$ cat src/rtl/fetch_unit_if.sv
// Fetch unit bus bundle: redirect input, instruction-memory req/gnt/rvalid
// handshake and the valid/ready decoder handshake.
// master: the fetch unit. slave: the surrounding core/memory/decoder.
interface fetch_unit_if;
  // Redirect from execute
  logic        redirect_valid;
  logic [31:0] redirect_pc;

  // Instruction memory
  logic        imem_req;
  logic [31:0] imem_addr;
  logic        imem_gnt;
  logic        imem_rvalid;
  logic [31:0] imem_rdata;

  // Decoder side
  logic        instr_valid;
  logic        instr_ready;
  logic [31:0] instruction;
  logic [31:0] pc;

  modport master (
    input  redirect_valid,
    input  redirect_pc,
    output imem_req,
    output imem_addr,
    input  imem_gnt,
    input  imem_rvalid,
    input  imem_rdata,
    output instr_valid,
    input  instr_ready,
    output instruction,
    output pc
  );

  modport slave (
    output redirect_valid,
    output redirect_pc,
    input  imem_req,
    input  imem_addr,
    output imem_gnt,
    output imem_rvalid,
    output imem_rdata,
    input  instr_valid,
    output instr_ready,
    input  instruction,
    input  pc
  );
endinterface

$ cat src/rtl/fetch_unit.sv
// Instruction fetch stage: owns the fetch PC, issues one outstanding word request
// at a time, buffers responses with their PC in a small prefetch FIFO and presents
// the FIFO head to the decoder. Redirects flush the FIFO and restart fetch.
// Optional stall counter output enabled by defining FETCH_PERF_EN.
module fetch_unit #(
  parameter logic [31:0] RESET_PC   = 32'h0000_0000,
  parameter int unsigned FIFO_DEPTH = 2
) (
  input  logic         clk,
  input  logic         reset,
  fetch_unit_if.master bus
`ifdef FETCH_PERF_EN
  ,
  output logic [31:0]  fetch_stall_cnt
`endif
);

  localparam int unsigned PtrW = $clog2(FIFO_DEPTH);
  localparam int unsigned CntW = PtrW + 1;
  localparam logic [CntW-1:0] DepthCnt = CntW'(FIFO_DEPTH);
  localparam logic [31:0] ResetPcAligned = {RESET_PC[31:2], 2'b00};

  typedef enum logic [1:0] {
    StIdle,
    StReq,
    StWait,
    StDrop
  } state_e;

  state_e      state_q, state_d;
  logic [31:0] fetch_pc_q, fetch_pc_d;
  logic [31:0] req_pc_q, req_pc_d;

  // Prefetch buffer storage and bookkeeping
  logic [31:0]     fifo_instr_q [FIFO_DEPTH];
  logic [31:0]     fifo_pc_q    [FIFO_DEPTH];
  logic [PtrW-1:0] wr_ptr_q, wr_ptr_d;
  logic [PtrW-1:0] rd_ptr_q, rd_ptr_d;
  logic [CntW-1:0] count_q, count_d;

  logic        push;
  logic        pop;
  logic        instr_valid;
  logic [31:0] redirect_target;

  // Low two bits of the redirect target are don't-care
  logic unused_redirect_bits;
  assign unused_redirect_bits = ^bus.redirect_pc[1:0];

  assign redirect_target = {bus.redirect_pc[31:2], 2'b00};
  assign instr_valid     = (count_q != '0);

  // Redirect beats push and pop: stale data and the consumed head are both dropped
  assign push = (state_q == StWait) && bus.imem_rvalid && !bus.redirect_valid;
  assign pop  = instr_valid && bus.instr_ready && !bus.redirect_valid;

  // FIFO pointer and occupancy next-state
  always_comb begin
    wr_ptr_d = wr_ptr_q;
    rd_ptr_d = rd_ptr_q;
    count_d  = count_q;
    if (bus.redirect_valid) begin
      wr_ptr_d = '0;
      rd_ptr_d = '0;
      count_d  = '0;
    end else begin
      if (push) begin
        wr_ptr_d = wr_ptr_q + 1'b1;
      end
      if (pop) begin
        rd_ptr_d = rd_ptr_q + 1'b1;
      end
      count_d = count_q + CntW'(push) - CntW'(pop);
    end
  end

  // FIFO pointer and occupancy registers
  always_ff @(posedge clk or posedge reset) begin
    if (reset) begin
      wr_ptr_q <= '0;
      rd_ptr_q <= '0;
      count_q  <= '0;
    end else begin
      wr_ptr_q <= wr_ptr_d;
      rd_ptr_q <= rd_ptr_d;
      count_q  <= count_d;
    end
  end

  // FIFO storage; reset to zero so the head reads 0 out of reset
  always_ff @(posedge clk or posedge reset) begin
    if (reset) begin
      for (int i = 0; i < int'(FIFO_DEPTH); i++) begin
        fifo_instr_q[i] <= '0;
        fifo_pc_q[i]    <= '0;
      end
    end else if (push) begin
      fifo_instr_q[wr_ptr_q] <= bus.imem_rdata;
      fifo_pc_q[wr_ptr_q]    <= req_pc_q;
    end
  end

  // Fetch FSM next-state, fetch PC and request PC
  always_comb begin
    state_d    = state_q;
    fetch_pc_d = fetch_pc_q;
    req_pc_d   = req_pc_q;

    unique case (state_q)
      StIdle: begin
        if (count_q < DepthCnt) begin
          state_d = StReq;
        end
      end
      StReq: begin
        if (bus.imem_gnt) begin
          req_pc_d   = fetch_pc_q;
          fetch_pc_d = fetch_pc_q + 32'd4;
          state_d    = StWait;
        end
      end
      StWait: begin
        if (bus.imem_rvalid) begin
          state_d = (count_d < DepthCnt) ? StReq : StIdle;
        end
      end
      StDrop: begin
        if (bus.imem_rvalid) begin
          state_d = StReq;
        end
      end
      default: state_d = StIdle;
    endcase

    if (bus.redirect_valid) begin
      fetch_pc_d = redirect_target;
      // A response still owed by memory must be swallowed before refetching. If it
      // arrives in the redirect cycle itself, nothing is owed any more.
      if (((state_q == StWait) || (state_q == StDrop)) && !bus.imem_rvalid) begin
        state_d = StDrop;
      end else if ((state_q == StReq) && bus.imem_gnt) begin
        state_d = StDrop;
      end else begin
        state_d = StReq;
      end
    end
  end

  // Fetch FSM and PC registers
  always_ff @(posedge clk or posedge reset) begin
    if (reset) begin
      state_q    <= StIdle;
      fetch_pc_q <= ResetPcAligned;
      req_pc_q   <= ResetPcAligned;
    end else begin
      state_q    <= state_d;
      fetch_pc_q <= fetch_pc_d;
      req_pc_q   <= req_pc_d;
    end
  end

  assign bus.imem_req    = (state_q == StReq);
  assign bus.imem_addr   = fetch_pc_q;
  assign bus.instr_valid = instr_valid;
  assign bus.instruction = fifo_instr_q[rd_ptr_q];
  assign bus.pc          = fifo_pc_q[rd_ptr_q];

`ifdef FETCH_PERF_EN
  logic [31:0] stall_cnt_q;

  // Count cycles where the decoder is ready but has nothing to take
  always_ff @(posedge clk or posedge reset) begin
    if (reset) begin
      stall_cnt_q <= '0;
    end else if (bus.instr_ready && !instr_valid) begin
      stall_cnt_q <= stall_cnt_q + 32'd1;
    end
  end

  assign fetch_stall_cnt = stall_cnt_q;
`endif

endmodule

$ cat src/flat_wrapper.sv
// flat-port wrapper written by rule: the top's interface ports become plain ports
module fetch_unit_flat 
#(
  parameter logic [31:0] RESET_PC   = 32'h0000_0000,
  parameter int unsigned FIFO_DEPTH = 2
)
  (clk, reset, bus_redirect_valid, bus_redirect_pc, bus_imem_req, bus_imem_addr, bus_imem_gnt, bus_imem_rvalid, bus_imem_rdata, bus_instr_valid, bus_instr_ready, bus_instruction, bus_pc);
  fetch_unit_if bus_i ();
  input  logic clk;
  input  logic reset;
  input wire logic [$bits(bus_i.redirect_valid)-1:0] bus_redirect_valid;
  input wire logic [$bits(bus_i.redirect_pc)-1:0] bus_redirect_pc;
  output wire logic [$bits(bus_i.imem_req)-1:0] bus_imem_req;
  output wire logic [$bits(bus_i.imem_addr)-1:0] bus_imem_addr;
  input wire logic [$bits(bus_i.imem_gnt)-1:0] bus_imem_gnt;
  input wire logic [$bits(bus_i.imem_rvalid)-1:0] bus_imem_rvalid;
  input wire logic [$bits(bus_i.imem_rdata)-1:0] bus_imem_rdata;
  output wire logic [$bits(bus_i.instr_valid)-1:0] bus_instr_valid;
  input wire logic [$bits(bus_i.instr_ready)-1:0] bus_instr_ready;
  output wire logic [$bits(bus_i.instruction)-1:0] bus_instruction;
  output wire logic [$bits(bus_i.pc)-1:0] bus_pc;
  assign bus_i.redirect_valid = bus_redirect_valid;
  assign bus_i.redirect_pc = bus_redirect_pc;
  assign bus_imem_req = bus_i.imem_req;
  assign bus_imem_addr = bus_i.imem_addr;
  assign bus_i.imem_gnt = bus_imem_gnt;
  assign bus_i.imem_rvalid = bus_imem_rvalid;
  assign bus_i.imem_rdata = bus_imem_rdata;
  assign bus_instr_valid = bus_i.instr_valid;
  assign bus_i.instr_ready = bus_instr_ready;
  assign bus_instruction = bus_i.instruction;
  assign bus_pc = bus_i.pc;
  fetch_unit #(.RESET_PC(RESET_PC), .FIFO_DEPTH(FIFO_DEPTH)) u_core (.clk(clk), .reset(reset), .bus(bus_i));
endmodule
$ cat config.mk
export PLATFORM = sky130hd
export DESIGN_NAME = fetch_unit_flat
export DESIGN_NICKNAME = d
export VERILOG_FILES = /design/src/rtl/fetch_unit_if.sv /design/src/rtl/fetch_unit.sv /design/src/flat_wrapper.sv
export SDC_FILE = /design/constraint.sdc
export NUM_CORES = 1
export LEC_CHECK = 0
export ABC_AREA = 1
export CORE_MARGIN = 1
export CORE_UTILIZATION = 55
export DETAILED_ROUTE_END_ITERATION = 7
export PLACE_DENSITY_LB_ADDON = 0.3
export SLEW_MARGIN = 10
export SYNTH_ARGS = -nofsm -noshare
export SYNTH_HDL_FRONTEND = slang
export SYNTH_SLANG_ARGS = --single-unit
$ cat constraint.sdc
create_clock -name clk -period 11 [get_ports clk]
set_input_delay 1.65 -clock clk [delete_from_list [all_inputs] [get_ports clk]]
set_output_delay 1.65 -clock clk [all_outputs]
set_load 0.005 [all_outputs]
Word level (Yosys, flattened, before mapping):

Cells that the tools add are included.

* add/subtract/negate cells: 5
* magnitude comparators: 5
* equal/unequal tests: 7
* mux-type cells: 27
* bitwise logic cells: 2
* reduce and logical (&&, ||, !) cells: 19

Operators with widths (count)
* $mux 32: 10
* $bwmux 64: 2
* $add 32x3->32 const B: 1
* $demux 32 s1: 1
* $mux 2: 8
* $reduce_bool 2->1: 5
* $pmux 2 s4: 1
* $logic_and 1x1->1: 7
* $ne 3x2->1 const B: 2
* $ne 3x3->1 const B: 2
* $mux 1: 5
* $eq 2x2->1 const B: 2
* $ge 2x2->1 const B: 2
* $lt 2x2->1 const B: 2
* $not 1->2: 2
* $reduce_and 2->1: 2
* $reduce_and 4->1: 1
* $add 1x1->1 const B: 2
* $add 2x1->2: 1
* $eq 2x1->1 const B: 1
* $logic_not 1->1: 2
* $logic_not 2->1: 1
* $lt 2x1->1 const B: 1
* $sub 2x1->2: 1
* $logic_or 1x1->1: 1

* register bits: 198
* input port bits: 70
* output and inout bits: 98
* logic and storage cells: 75

Logic depth before layout (Yosys ltp):

* depth in word-level cells: 11
* mapped depth: 11
* gate-level depth less buffers: 11

Worst setup path after synthesis:

No wires, ideal clock.

* kind: input port to flip-flop
* start point: input port bus_redirect_valid
* end point: register u_core.state_q[0]
* library setup time: 0.117 ns
* arrival time: 2.900 ns
* required time: 10.883 ns
* path slack: 7.984 ns
* cell stages on the path: 11
* path buffers: 2
* cells stage by stage: buf_2 -> buf_1 -> nor2_1 -> ha_1 -> inv_1 -> ha_1 -> inv_1 -> nand2_1 -> nand4_1 -> nand2_1 -> nand2_1

* cells in the longest elaborated chain, start to end: 10
* elaborated cells between the ends (all ways): 16
* those cells by class: 2 x add/sub; 1 x order compare; 4 x eq/ne; 5 x mux; 4 x reduce/logical

RTL lines
* start: declaration: RTL line flat_wrapper.sv:11 `input wire logic [$bits(bus_i.redirect_valid)-1:0] bus_redirect_valid;`
* $logic_not 1->1: RTL line fetch_unit.sv:54, fetch_unit.sv:55
* $logic_and 1x1->1: RTL line fetch_unit.sv:54 `assign push = (state_q == StWait) && bus.imem_rvalid && !bus.redirect_valid;`
* $add 2x1->2: RTL line fetch_unit.sv:73 `count_d = count_q + CntW'(push) - CntW'(pop);`
* $sub 2x1->2: RTL line fetch_unit.sv:73
* $mux 2: RTL line fetch_unit.sv:62 `if (bus.redirect_valid) begin`
* $lt 2x2->1: RTL line fetch_unit.sv:124 `state_d = (count_d < DepthCnt) ? StReq : StIdle;`
* $mux 1: RTL line fetch_unit.sv:124
* $mux 2: RTL line fetch_unit.sv:123 `if (bus.imem_rvalid) begin`
* $pmux 2 s4: RTL line fetch_unit.sv:109 `unique case (state_q)`
* $mux 2: RTL line fetch_unit.sv:135 `if (bus.redirect_valid) begin`
* end signal: assignment: RTL line fetch_unit.sv:152 `state_q <= StIdle;`
* end signal: assignment: RTL line fetch_unit.sv:156 `state_q <= state_d;`
* end: declaration: RTL line fetch_unit.sv:30 `state_e state_q, state_d;`

Parallel ways exist; a longest one is shown, timed or not. The select of a mux whose other input is x is not followed.
A chain may end at the register's enable or synchronous reset.

Worst setup path in the final report:

* start point: register u_core.rd_ptr_q
* end point: output port bus_pc[11]

* cells in the longest elaborated chain, start to end: 4

RTL lines
* start: declaration: RTL line fetch_unit.sv:38 `logic [PtrW-1:0] rd_ptr_q, rd_ptr_d;`
* start signal: assignment: RTL line fetch_unit.sv:85 `rd_ptr_q <= rd_ptr_d;`
* $not 1->2 (not written as such): RTL line fetch_unit.sv:166 `assign bus.pc = fifo_pc_q[rd_ptr_q];`
* $mux 32 (not written as such) (3 in series): RTL line fetch_unit.sv:166
* end: declaration: RTL line flat_wrapper.sv:21 `output wire logic [$bits(bus_i.pc)-1:0] bus_pc;`

No other way between the ends. The select of a mux whose other input is x is not followed.

==> results.tsv <==
stage	metric	value	unit
run_status	status	finished, final reports clean	
global_route	first-pass GRT wire length	34000	um
pwr	LEAKAGE	5.47	nW
synth	Cells after Synth	1164	
hold_path	hold endpoint	u_core.fifo_pc_q[63]$_DFFE_PP0P_	
clock_tree	CTS sink cnt	190	
timing	Tightest Pin Transition	1.21	ns
drt	drt first-iter violations	653	
setup_path	worst-path fanout max	82	
clock_tree	CTS H-tree lvls	4	
global_route	initial antenna violation count	0	
setup_path	worst setup path class	reg -> out	
setup_path	Crit path required time	9.35	ns
placement	dpl hpwl	13400	um
global_route	Total Routing Usage GR	26.0	%
timing	setup_tns	0	ns
drt	total number of vias	7673	
timing	fin worst setup slack	7.08	ns
synth	syn_area_per_cell	7.67	um^2
clock_tree	CTS Hold Bufs	0	
pwr	total power	2.46	mW
synth	Seq cells post-synth	190	
cells_and_area	share of layout cells above drive strength 1	4.13	%
setup_path	crit path launch	u_core.rd_ptr_q$_DFFE_PP0P_	
floorplanning	I/O pins	168	
clock_tree	CTS resizes	0	
global_route	total global routing overflow	0	
setup_path	Worst R2R Setup Slack	8.47	ns
floorplanning	area of the core	15900	um^2
pwr	Worst VDD drop	0.139	mV
timing	Final Slew Violations	0	
global_route	largest net degree at the start of global routing	124	
timing	RSZ-0062 raised after global routing	no	
clock_tree	setup repair bufs after CTS	0	
placement	port buffer count	161	
floorplanning	die height	129	um
timing	clk_skew	0.00814	ns
synth	post-synthesis cell type count	27	
clock_tree	Skew-Pair Late Insertion Delay	0.42	ns
placement	Placer Congestion	0.869	
hold_path	hold wc startpoint	u_core.fifo_pc_q[63]$_DFFE_PP0P_	
synth	Seq/Total Area, Yosys	53.2	%
floorplanning	effective utilization at floorplan	56.2	%
setup_path	Critical Path Sink Type	output port	
clock_tree	Clk Tree Root Cell	clkbuf_16	
drt	routed vias/inst	5.03	
timing	fmax	0.255	GHz
timing	final hold viol count	0	
timing	Final setup viols	0	
drt	Avg WL per Cell	13.7	um
hold_path	hold path cells	2	
cells_and_area	area grow syn2layout	25.7	%
clock_tree	TritonCTS buffer count	17	
clock_tree	Longest Clk Path Bufs	2	
cells_and_area	Final #Nets	1369	
setup_path	worst path arrival time	2.27	ns
synth	Warnings, synthesis	0	
timing	final worst-path cycle share	35.7	%
drt	routed wire length	20900	um
timing	Slew headroom	19.3	%
clock_tree	CTS tree	built	
floorplanning	Die Width	129	um
drt	# DRC	0	
synth	post-synth design cell area	8930	um^2
clock_tree	Worst-path clk slew	0.07	ns
setup_path	worst flop-to-flop path startpoint	u_core.state_q[1]$_DFFE_PP0P_	
floorplanning	num rows	46	
pwr	power per cell area	219	nW/um^2
cells_and_area	diode count	0	
timing	fin crit period	3.92	ns
placement	Placement Setup Slack	6.82	ns
hold_path	hold crit path type	reg -> reg	
drt	Routed Antenna Nets	0	
drt	number of detailed-route iterations in the first pass	5	
cells_and_area	fillers	1276	
floorplanning	Die Area	16700	um^2
setup_path	R2R cell count	8	
global_route	vias in the first global route	7181	
run	Max-Cap Viols	0	
setup_path	Critical R2R Capture	u_core.bus.imem_addr[14]$_DFFE_PP0P_	
setup_path	startpoint types	flop	
==> cell families (layout without fill, tap and decap cells) <==
group	after synthesis	in the layout	synth area share, %
and+or+nand+nor	555	555	24.6
AOI/OAI and AO/OA	210	210	12.0
buffers and inverters	200	342	9.11
DFF	190	190	53.2
xor gates and xnor gates	5	5	0.490
adders and majority gates	3	3	0.420
other	1	4	0.0420
==> power by group <==
part           total [mW]  internal (mW)  switching, mW  leakage, nW
Clock               0.643          0.368          0.274        0.295
Sequential           1.06          0.926          0.134         2.31
Combinational       0.758          0.398          0.360         2.87
Total                2.46           1.69          0.768         5.47
==> final cells by class <==
type | count | area, um^2 | area share, %
Sequential cell | 190 | 4760 | 42.4
Timing Repair Buffer | 167 | 1660 | 14.8
Multi-Input combinational cell | 777 | 3380 | 30.1
Inverter | 143 | 542 | 4.83
Tap cell | 216 | 270 | 2.41
Clock buffer | 18 | 439 | 3.91
Clock inverter | 14 | 179 | 1.59
==> flip-flops by register name, indices dropped and copies added, names as in the netlist <==
name / count
u_core.fifo_instr_q: 64
u_core.fifo_pc_q: 60
u_core.bus.imem_addr: 30
u_core.req_pc_q: 30
u_core.count_q: 2
u_core.state_q: 2
u_core.rd_ptr_q: 1
u_core.wr_ptr_q: 1
==> critical path, cell delays in order (launching register included) <==
cell             delay, ns
dfrtp_2               0.36
buf_4                 0.63
nand2_1               0.12
o21ai_0               0.16
clkdlybuf4s50_1       0.57
==> per-layer routing <==
metal  vias to the layer above  wire length, um  GRT usage, %
met2                       242             9650          42.0
met4                         0              252          8.21
met3                        24             1300          4.58
li1                       3875                -             -
met1                      3532             9680          35.8
met5                         -                0             0
==> cells in the mapped netlist <==
cell type,number,area (um^2)
nand2_2,2,12.5
buf_4,7,52.6
dfrtp_1,190,4750
nor3_4,1,16.3
buf_2,23,115
nor2_4,1,11.3
buf_1,1,3.75
inv_1,140,526
clkinv_1,2,7.51
xor2_1,3,26.3
a21oi_1,66,330
o221ai_1,2,17.5
nand2_1,385,1450
buf_6,1,11.3
xnor2_1,2,17.5
inv_2,1,3.75
o21bai_1,7,52.6
o21ai_0,109,546
nand3_1,50,250
clkbuf_1,25,93.8
or2_2,2,12.5
conb_1,1,3.75
nand4_1,4,25.0
nor2_1,104,390
o21ai_1,26,130
nor2_2,6,37.5
ha_1,3,37.5
==> cell usage in the layout, fill, tap and decap left out, drive strengths merged <==
cell type / count
o221ai: 2
nor3: 1
bufinv: 3
inv: 147
nand3: 50
clkdlybuf4s50: 161
clkinv: 4
nor2: 111
clkinvlp: 3
or2: 2
dfrtp: 190
o21bai: 7
ha: 3
o21ai: 135
buf: 6
xnor2: 2
xor2: 3
a21oi: 66
nand2: 387
conb: 4
nand4: 4
clkbuf: 18
==> worst max path at each step <==
stage	depth (start not counted)	end
2_1_floorplan	1	u_core.bus.imem_addr[10]$_DFFE_PP0P_
4_1_cts	4	bus_pc[11]
5_1_grt	4	bus_instruction[25]
3_5_place_dp	7	u_core.bus.imem_addr[14]$_DFFE_PP0P_
3_3_place_gp	7	u_core.bus.imem_addr[12]$_DFFE_PP0P_
6_report	4	bus_pc[11]
==> per-stage QoR <==
step	hold slack (ns)	cells	cell area, um^2	util, %
3_5_place_dp	0.468	1493	10600	66.8
5_1_grt	0.510	1525	11200	70.7
3_3_place_gp	0.455	1493	10600	66.8
4_1_cts	0.485	1525	11200	70.7
2_1_floorplan	0.442	1167	8940	-
6_report	0.479	1525	11200	70.7
No activity file was read; power rests on OpenSTA's default activity.
